<file path="config.mk">
export PLATFORM = sky130hd
export DESIGN_NAME = riscv_lsu
export DESIGN_NICKNAME = d
export VERILOG_FILES = /design/src/rtl/memory_pkg.sv /design/src/rtl/lsu_load_extract.sv /design/src/rtl/riscv_lsu.sv
export SDC_FILE = /design/constraint.sdc
export NUM_CORES = 1
export LEC_CHECK = 0
export ABC_AREA = 1
export CAP_MARGIN = 20
export CORE_ASPECT_RATIO = 1.4
export CORE_UTILIZATION = 32
export DETAILED_ROUTE_END_ITERATION = 12
export SLEW_MARGIN = 10
export SYNTH_ARGS = -nofsm -noshare
export SYNTH_HDL_FRONTEND = slang
export SYNTH_HIERARCHICAL = 1
export SYNTH_SLANG_ARGS = --single-unit
</file>
<file path="constraint.sdc">
create_clock -name clk_i -period 1.6 [get_ports clk_i]
set_input_delay 0.16 -clock clk_i [delete_from_list [all_inputs] [get_ports clk_i]]
set_output_delay 0.16 -clock clk_i [all_outputs]
set_load 0.005 [all_outputs]
</file>
<file path="src/rtl/memory_pkg.sv">
`default_nettype none
// +--------------------------------------------------------------------------+
// | Package  : memory_pkg                                                    |
// | Purpose  : Shared load/store size codes, LSU state type and helper       |
// |            functions for byte-enable / store-data lane formatting.       |
// | Revision : 1.0  initial release                                          |
// +--------------------------------------------------------------------------+
package memory_pkg;

    localparam logic [2:0] LDST_B  = 3'd0;
    localparam logic [2:0] LDST_H  = 3'd1;
    localparam logic [2:0] LDST_W  = 3'd2;
    localparam logic [2:0] LDST_BU = 3'd4;
    localparam logic [2:0] LDST_HU = 3'd5;

    localparam int unsigned LSU_TIMEOUT_DEFAULT = 16;

    typedef enum logic [0:0] {
        LSU_IDLE = 1'b0,
        LSU_WAIT = 1'b1
    } lsu_state_t;

    // Unknown size codes and accesses that would straddle a word are refused.
    function automatic logic lsu_illegal(input logic [2:0] size, input logic [1:0] off);
        case (size)
            LDST_B, LDST_BU: lsu_illegal = 1'b0;
            LDST_H, LDST_HU: lsu_illegal = off[0];
            LDST_W:          lsu_illegal = (off != 2'b00);
            default:         lsu_illegal = 1'b1;
        endcase
    endfunction

    function automatic logic [3:0] lsu_byte_en(input logic [2:0] size, input logic [1:0] off);
        case (size)
            LDST_B, LDST_BU: lsu_byte_en = 4'b0001 << off;
            LDST_H, LDST_HU: lsu_byte_en = 4'b0011 << off;
            default:         lsu_byte_en = 4'b1111;
        endcase
    endfunction

    // Replicate narrow store data across all lanes so the enabled lane is correct
    // regardless of offset.
    function automatic logic [31:0] lsu_store_data(input logic [2:0] size, input logic [31:0] wd);
        case (size)
            LDST_B, LDST_BU: lsu_store_data = {4{wd[7:0]}};
            LDST_H, LDST_HU: lsu_store_data = {2{wd[15:0]}};
            default:         lsu_store_data = wd;
        endcase
    endfunction

endpackage
`default_nettype wire

</file>
<file path="src/rtl/lsu_load_extract.sv">
`default_nettype none
// +--------------------------------------------------------------------------+
// | Module   : lsu_load_extract                                              |
// | Purpose  : Selects the addressed byte/half of a memory word and sign- or |
// |            zero-extends it according to the load size.                  |
// | Ports    : i_word  memory read word                                      |
// |            i_size  load size code                                        |
// |            i_off   byte offset within the word                           |
// |            o_data  extended 32-bit load result                           |
// | Revision : 1.0  initial release                                          |
// +--------------------------------------------------------------------------+
module lsu_load_extract
    import memory_pkg::*;
(
    input  logic [31:0] i_word,
    input  logic [2:0]  i_size,
    input  logic [1:0]  i_off,
    output logic [31:0] o_data
);

    logic [7:0]  w_byte;
    logic [15:0] w_half;

    always_comb begin
        w_byte = 8'(i_word >> {i_off, 3'b000});
        w_half = i_off[1] ? i_word[31:16] : i_word[15:0];
        case (i_size)
            LDST_B:  o_data = {{24{w_byte[7]}}, w_byte};
            LDST_BU: o_data = {24'd0, w_byte};
            LDST_H:  o_data = {{16{w_half[15]}}, w_half};
            LDST_HU: o_data = {16'd0, w_half};
            default: o_data = i_word;
        endcase
    end

endmodule
`default_nettype wire

</file>
<file path="src/rtl/riscv_lsu.sv">
`default_nettype none
// +--------------------------------------------------------------------------+
// | Module   : riscv_lsu                                                     |
// | Purpose  : Load/store unit: turns core byte/half/word requests into      |
// |            word-addressed memory transactions, extends load data, stalls |
// |            the core until the response and flags misaligned/illegal      |
// |            accesses and response timeouts.                               |
// | Ports    : clk_i, rst_ni (async, active-low)                             |
// |            core_*  request from / response to the core                   |
// |            misaligned_o, bus_err_o  one-cycle error pulses               |
// |            mem_*   synchronous-read data memory interface                |
// | Revision : 1.0  initial release                                          |
// +--------------------------------------------------------------------------+
module riscv_lsu
    import memory_pkg::*;
#(
    parameter int unsigned TIMEOUT_CYCLES = LSU_TIMEOUT_DEFAULT
) (
    input  logic        clk_i,
    input  logic        rst_ni,
    input  logic        core_req_i,
    input  logic        core_we_i,
    input  logic [2:0]  core_size_i,
    input  logic [31:0] core_addr_i,
    input  logic [31:0] core_wd_i,
    output logic [31:0] core_rd_o,
    output logic        core_stall_o,
    output logic        misaligned_o,
    output logic        bus_err_o,
    output logic        mem_req_o,
    output logic        mem_we_o,
    output logic [3:0]  mem_be_o,
    output logic [31:0] mem_addr_o,
    output logic [31:0] mem_wd_o,
    input  logic [31:0] mem_rd_i,
    input  logic        mem_ready_i
);

    localparam bit          c_timeout_en   = (TIMEOUT_CYCLES != 0);
    localparam logic [31:0] c_timeout_last = 32'(TIMEOUT_CYCLES - 1);

    lsu_state_t  r_state;
    lsu_state_t  w_state_next;
    logic        r_we;
    logic [2:0]  r_size;
    logic [1:0]  r_off;
    logic [31:2] r_addr;
    logic [31:0] r_wd;
    logic [31:0] r_cnt;

    logic [1:0]  w_off;
    logic        w_illegal;
    logic        w_timeout;
    logic [31:0] w_load_data;

    assign w_off     = core_addr_i[1:0];
    assign w_illegal = lsu_illegal(core_size_i, w_off);
    assign w_timeout = c_timeout_en && (r_cnt == c_timeout_last);

    lsu_load_extract u_extract (
        .i_word (mem_rd_i),
        .i_size (r_size),
        .i_off  (r_off),
        .o_data (w_load_data)
    );

    always_ff @(posedge clk_i or negedge rst_ni) begin
        if (!rst_ni) begin
            r_state <= LSU_IDLE;
            r_we    <= 1'b0;
            r_size  <= 3'd0;
            r_off   <= 2'd0;
            r_addr  <= 30'd0;
            r_wd    <= 32'd0;
            r_cnt   <= 32'd0;
        end else begin
            r_state <= w_state_next;
            if (r_state == LSU_IDLE) begin
                if (core_req_i && !w_illegal) begin
                    r_we   <= core_we_i;
                    r_size <= core_size_i;
                    r_off  <= w_off;
                    r_addr <= core_addr_i[31:2];
                    r_wd   <= core_wd_i;
                end
            end else if (w_state_next == LSU_IDLE) begin
                r_cnt <= 32'd0;
            end else begin
                r_cnt <= r_cnt + 32'd1;
            end
        end
    end

    always_comb begin
        w_state_next = r_state;
        mem_req_o    = 1'b0;
        mem_we_o     = 1'b0;
        mem_be_o     = 4'b0000;
        mem_addr_o   = 32'd0;
        mem_wd_o     = 32'd0;
        core_stall_o = 1'b0;
        core_rd_o    = 32'd0;
        misaligned_o = 1'b0;
        bus_err_o    = 1'b0;

        case (r_state)
            LSU_IDLE: begin
                if (core_req_i) begin
                    if (w_illegal) begin
                        misaligned_o = 1'b1;
                    end else begin
                        // Issue straight from the core inputs so the synchronous
                        // memory can answer in the very next cycle.
                        mem_req_o    = 1'b1;
                        mem_we_o     = core_we_i;
                        mem_be_o     = lsu_byte_en(core_size_i, w_off);
                        mem_addr_o   = {core_addr_i[31:2], 2'b00};
                        mem_wd_o     = lsu_store_data(core_size_i, core_wd_i);
                        core_stall_o = 1'b1;
                        w_state_next = LSU_WAIT;
                    end
                end
            end
            LSU_WAIT: begin
                mem_req_o  = 1'b1;
                mem_we_o   = r_we;
                mem_be_o   = lsu_byte_en(r_size, r_off);
                mem_addr_o = {r_addr, 2'b00};
                mem_wd_o   = lsu_store_data(r_size, r_wd);
                if (mem_ready_i) begin
                    core_rd_o    = w_load_data;
                    w_state_next = LSU_IDLE;
                end else if (w_timeout) begin
                    bus_err_o    = 1'b1;
                    w_state_next = LSU_IDLE;
                end else begin
                    core_stall_o = 1'b1;
                end
            end
            default: w_state_next = LSU_IDLE;
        endcase

        // Reset must silence the bus at once even while the core still holds a
        // request on its inputs.
        if (!rst_ni) begin
            w_state_next = LSU_IDLE;
            mem_req_o    = 1'b0;
            mem_we_o     = 1'b0;
            mem_be_o     = 4'b0000;
            mem_addr_o   = 32'd0;
            mem_wd_o     = 32'd0;
            core_stall_o = 1'b0;
            core_rd_o    = 32'd0;
            misaligned_o = 1'b0;
            bus_err_o    = 1'b0;
        end
    end

endmodule
`default_nettype wire

</file>
==> results.md, run 1 <==
* Worst vdd ir at 0.000508 V
* Hold/Removal Path Class: input pin to flop
* Synth Instances at 1131
* MaxCap Viol Count at 0
* Skew-Pair Late Insertion Delay at 0.36 ns
* Mean area per synthesized cell at 6.32 µm²
* Die Span Y at 179 µm
* RSZ-0062 raised after global routing: true
* CTS Buffer Depth at 2
* Number of port buffers at 206
* Top FF cell, synth: dfrtp_1
* Per-cell routed wire length at 16.0 µm
* Tot GR Track Use at 25.4%
* CP Class: flop to output port
* Most common cell in the synthesized netlist: nand2_1
* Mapped Area at 0.00715 mm²
* Netlist cell types at 38
* Crit path arrival time at 1.88 ns
* Tot Pwr at 10.8 mW
* CTS H-tree depth at 3
* Top cells by count, synth: nand2_1 (386), nor2_1 (175), inv_1 (105), dfrtp_1 (101), a21oi_1 (74)
* Num CTS Buffers at 9
* Leading post-synthesis cells by cell area: dfrtp_1 (35%), nand2_1 (20%), nor2_1 (9.2%), inv_1 (5.5%), a21oi_1 (5.2%)
* Power per cell area at 809 mW/mm²
* First-pass GRT wire length at 45500 µm
* Yosys top cell area share at 35.3%
* Slew Limit Fails at 0
* Critical Path Source Type: flop
* #FFs+latches synth at 101
* Worst endpoint required time at 1.44 ns
* Worst-path clk slew at 0.07 ns
* Io pins at 209
* Initial antenna violation count at 1
* Sequential cell area fraction in the yosys report at 35.3%
* Asr flop ratio synth at 100%
* Util after Layout at 60.8%
* Most crowded layer after global routing: met2
* LEAKAGE at 6.76 nW
* Final WL at 30000 µm
* EDFF count, synth at 0
* Residual DRC count at 0
* M3 GR Usage at 5.28%
* Worst Slack Setup Final at -0.441 ns
* Starting Density at 32.7%
* Sink Count at 101
* Cell Area, Placed at 0.0108 mm²
* RePlAce Congestion at 0.869
* Peak Freq at 490 MHz
* Chip Width at 128 µm
* GR met1 Demand/Resource at 27.5%
* Final Non-Filler Cells at 1876
* Status: finished, violations left
* Number of cell rows at 64
* Pre-Repair DR Iteration Count at 6
* Minimum clock period at 2.04 ns
* Layout cells sized above 1 at 45.1%
* Final setup violation count at 133
* Final ANT Viol Nets at 0
* CTS root buffer: clkbuf_16
* Met2 Usage GRT at 46.3%
* Layout area overhead at 86.0%
* Detailed Place HPWL at 18900 µm
* Inst Count DP at 1758
* Fin crit share at 128%
* Core Area at 0.0219 mm²
* Yosys top cell by area: dfrtp_1
* Final Hold Fails at 0
* DP Worst Slack at -0.828 ns
* Synthesis Warnings at 6
* Post-layout instance area at 0.0133 mm²
* Violated checks: setup timing
* Vias in the first global route at 9122
* Die Area at 0.0230 mm²
* Clk_skew at 0.00729 ns
* CTS tree: yes
* Critical Path End Type: output port
* Via Count at 9216
* Grt ovf at 0
* CP Max Fanout at 7
* Largest net degree at the start of global routing at 84
* Via density at 4.91
* Post-layout nets at 1678
* R2R Setup Slk at -0.29 ns
* Initial drt markers at 434
-- stage by stage --
stage	hold WS, ns	TNS, ns
after floorplan	-0.136	0
after global placement	0.138	-86.89
after detailed placement	0.142	-88.79
after CTS	0.207	-37.90
after global routing	0.0902	-48.12
final	0.0577	-39.25
-- critical path, cell delays in order (launching register included) --
cell and delay (ns):
dfrtp_2 0.51, or2_4 0.33, o22ai_4 0.16, buf_6 0.13
nor3_4 0.03, nor2_2 0.16, nor2_1 0.06, buf_2 0.12
-- area by class of cell --
| class | instances | area (µm²) |
|---|---|---|
| multi-input cells | 863 | 5220 |
| well taps | 297 | 372 |
| clock inverters | 5 | 129 |
| fillers | 1864 | 8560 |
| flip-flops and latches | 101 | 2530 |
| clock buffers | 11 | 243 |
| diodes | 1 | 2.50 |
| repair buffers | 488 | 4370 |
| inverters | 110 | 433 |
-- power by group --
| part | leakage [nW] | switching (mW) | internal (mW) | total, mW |
|---|---|---|---|---|
| clock | 0.180 | 1.03 | 1.74 | 2.77 |
| combinational | 5.29 | 2.37 | 2.38 | 4.76 |
| sequential | 1.30 | 0.329 | 2.91 | 3.24 |
-- repair_timing --
action	4_1_cts	5_1_grt
gates resized for setup	657	233
hold buffers	1	1
buffers inserted	65	35
gates cloned	14	4
pin swaps	100	93
endpoints found under the setup margin	169	171
hold endpoints to repair	18	33
-- state kept, by name (all words and copies together) (netlist names) --
name	flops
r_addr	30
r_cnt	32
r_off	2
r_size	3
r_state	1
r_wd	32
r_we	1
-- cell usage in the layout (no fill, tap or decap), drive strengths merged, types with 3 or more instances in the layout --
master / synthesis / final
nor2: 178 / 178
xnor2: 8 / 8
o21ai: 50 / 50
and2: 3 / 3
nand2: 388 / 389
bufbuf: 0 / 3
a21oi: 75 / 75
xor2: 9 / 9
nand3: 84 / 84
nand4: 10 / 10
dfrtp: 101 / 101
o221ai: 8 / 8
bufinv: 0 / 4
inv: 109 / 109
clkbuf: 29 / 15
clkdlybuf4s50: 0 / 97
nor3: 10 / 10
buf: 30 / 382
o22ai: 10 / 10
or2: 18 / 18
-- path summary, 6_finish.rpt --
path | cells past startpoint | start | to
max | 7 | r_size[0] | mem_wd_o[31]
max in group asynchronous | 4 | rst_ni | r_size[1]
min in group asynchronous | 3 | rst_ni | r_cnt[0]
max reg2reg | 13 | r_cnt[0] | r_cnt[6]
min reg2reg | 2 | r_wd[26] | r_wd[26]
min | 3 | core_size_i[2] | r_size[2]
-- cell families (layout without fill, tap and decap cells) --
group,count (synthesis),in the layout,share of synthesized area [%]
AND/OR/NAND/NOR,694,695,41.2
multiplexers,1,1,0.140
adder cells (fa/ha/maj),1,1,0.175
flip-flops,101,101,35.3
buffers and inverters,169,614,9.89
other,1,3,0.0524
AO/OA/AOI/OAI,147,147,11.1
XOR/XNOR,17,17,2.08
-- routing by layer --
layer | part of all wire (%) | wire length [µm]
met5 | 0 | 0
met1 | 37 | 11100
met2 | 52 | 15700
met4 | 3.8 | 1140
met3 | 7.1 | 2140
Note: power is estimated with default switching activity, not from simulation.
==> run 2: changes to the inputs <==
Settings changed: ABC_AREA 1 to unset.
==> results.md, run 2 <==
* Initial antenna violation count at 0
* Via Count at 8732
* Num CTS Buffers at 9
* Most common cell in the synthesized netlist: nand2_1
* Per-cell routed wire length at 17.4 µm
* Worst path max stage delay at 0.55 ns
* CTS root buffer: clkbuf_16
* Grt ovf at 0
* Antenna cells at 0
* Chip Width at 127 µm
* Die Span Y at 177 µm
* Post-layout nets at 1514
* Inst Count DP at 1542
* Fin crit share at 141%
* Mean area per synthesized cell at 7.63 µm²
* Most common cell after layout, fill and taps aside: nand2_1
* Switching power share of the total at 33.9%
* Largest net degree at the start of global routing at 34
* CTS H-tree depth at 3
* Critical Path End Type: output port
* Yosys top cell by area: dfrtp_1
* Clock power frac at 24.8%
* Residual DRC count at 0
* Power per cell area at 700 mW/mm²
* Core Area at 0.0213 mm²
* Top flop regs: r_cnt (32), r_wd (32), r_addr (30)
* Final Non-Filler Cells at 1674
* EDFF count, synth at 0
* Most frequent cells in the layout: nand2_1 (241), buf_4 (213), clkdlybuf4s50_1 (97), dfrtp_1 (97), buf_6 (92)
* Crit path max-delay family: multiplexers
* Crit path arrival time at 2.10 ns
* Top FF cell, synth: dfrtp_1
* RePlAce Congestion at 0.882
* Number of port buffers at 206
* Asr flop ratio synth at 100%
* Critical Path Source Type: flop
* Slowest CP cell: mux4_2
* Number of cell rows at 63
* Gate power share at 42.4%
* #FFs+latches synth at 101
* Clk_skew at 0.0163 ns
* Hold/Removal Path Class: input pin to async pin
* Internal Power at 6.34 mW
* Vias in the first global route at 8391
* Initial drt markers at 478
* Status: finished, violations left
* Synth Area in Compound Gates at 16.6%
* Skew-Pair Late Insertion Delay at 0.36 ns
* Worst Slack Setup Final at -0.660 ns
* Critical path cell sequence: mux4_2 -> nor3b_4 -> o21bai_4 -> buf_8 -> nand2_2 -> and2_1 -> buf_2
* Via density at 5.22
* Adder-Cell Fraction of Synth Area at 0.179%
* Layout cells sized above 1 at 50.4%
* Post-synthesis mux area share at 8.88%
* Tot GR Track Use at 24.1%
* CP Max Fanout at 8
* Pre-Repair DR Iteration Count at 5
* Synthesis Warnings at 6
* Final ANT Viol Nets at 0
* Final WL at 29100 µm
* LEAKAGE at 6.70 nW
* Mapped Area at 0.00697 mm²
* CTS Buffer Depth at 2
* Synth Instances at 914
* Top cells by count, synth: nand2_1 (316), dfrtp_1 (101), mux2i_1 (54), clkbuf_1 (52), a21boi_0 (41)
* CTS tree: yes
* Final setup violation count at 136
* Combinational family with the most area after synthesis: simple AND/OR/NAND/NOR gates
* Fillers at 1665
* MaxCap Viol Count at 0
* Worst-path clk slew at 0.08 ns
* Flop pwr share at 32.8%
* CP Class: flop to output port
* RSZ-0062 raised after global routing: true
* Worst endpoint required time at 1.44 ns
* Psw at 3.26 mW
* Leading post-synthesis cells by cell area: dfrtp_1 (36%), nand2_1 (17%), mux2i_1 (7.8%), a21boi_0 (4.4%), and2_1 (3.6%)
* Worst vdd ir at 0.000492 V
* Smallest hold slack at 0.117 ns
* Xor/xnor cell area share of the yosys netlist at 1.38%
* Slew Limit Fails at 0
* Synth Area in Simple Gates at 32.0%
* Tot Pwr at 9.59 mW
* Sequential cell area fraction in the yosys report at 36.2%
* Peak Freq at 442 MHz
* Sink Count at 101
* Die Area at 0.0224 mm²
* Crit path buf inv count at 2
* First-pass GRT wire length at 42900 µm
* Yosys top cell area share at 36.2%
* Violated checks: setup timing
* Io pins at 209
* Layout area overhead at 96.6%
* Detailed Place HPWL at 18700 µm
* Starting Density at 32.8%
* Final Hold Fails at 0
* Netlist cell types at 56
* Minimum clock period at 2.26 ns
==> run 2: power groups by stage <==
| stage | Sequential, mW | Clock (mW) | Combinational (mW) |
|---|---|---|---|
| after floorplan | 3.15 | 0 | 1.38 |
| after global placement | 3.16 | 0 | 2.87 |
| after detailed placement | 3.17 | 0 | 2.90 |
| after CTS | 3.13 | 2.42 | 3.52 |
| after global routing | 3.19 | 2.52 | 4.37 |
| final | 3.15 | 2.38 | 4.06 |
==> run 2: path summary, 6_finish.rpt <==
path	start	endpoint	slack [ns]	cells after the start
max in group asynchronous	rst_ni	r_cnt[5]	0.99	4
max reg2reg	r_cnt[16]	r_cnt[24]	-0.51	6
min	rst_ni	r_addr[19]	0.12	3
max	r_off[0]	core_rd_o[20]	-0.66	7
min reg2reg	r_addr[19]	r_addr[19]	0.48	2
min in group clk_i	rst_ni	r_cnt[2]	0.34	6
==> run 2: worst reg2reg max path: stages (launching register included) <==
cell	delay [ns]
dfrtp_1	0.41
buf_6	0.13
nand4_1	0.08
or4_4	0.66
buf_12	0.19
or4_4	0.42
a22oi_2	0.15
==> run 2: metrics by stage <==
step	utilization (%)	setup slack [ns]	instance area, µm²	TNS [ns]
floorplan	-	-0.256	7080	-6.53
global placement	51.7	-0.887	11000	-97.57
detailed placement	51.7	-0.941	11000	-97.76
CTS	58.1	-0.763	12400	-61.09
global route	64.4	-0.735	13700	-69.53
finish	64.4	-0.660	13700	-59.70
==> run 2: repair_timing <==
action / 4_1_cts / 5_1_grt
hold buffers: 1 / 1
pin swaps: 59 / 130
setup buffers: 54 / 70
gates resized for setup: 616 / 304
endpoints found under the setup margin: 135 / 175
endpoints found under the hold margin: 67 / 1
cloned: 11 / 3
==> run 2: logic make-up (layout without fill, tap and decap cells) <==
logic type / after synthesis / after routing
xor gates and xnor gates: 11 / 11
and+or+nand+nor: 492 / 492
buffers and inverters: 75 / 574
DFF: 101 / 101
other: 1 / 2
AOI/OAI and AO/OA: 173 / 173
muxes: 60 / 60
adders and majority gates: 1 / 1
==> run 2: metal layers <==
layer	vias to the layer above	GRT usage [%]	part of all wire (%)
met5	-	0	0
met2	251	44.5	54
met4	0	9.62	3.5
met1	4273	28.1	39
li1	4139	-	-
met3	69	3.33	3.7
==> run 2: layout make-up <==
type	count	area, µm²	share of cell area (%)
clock inverter	7	93.8	0.684
inverter	8	35.0	0.256
tap	260	325	2.37
multi-input combinational	739	5350	39.0
timing repair buffer	550	5140	37.5
clock buffer	9	225	1.64
sequential	101	2530	18.5
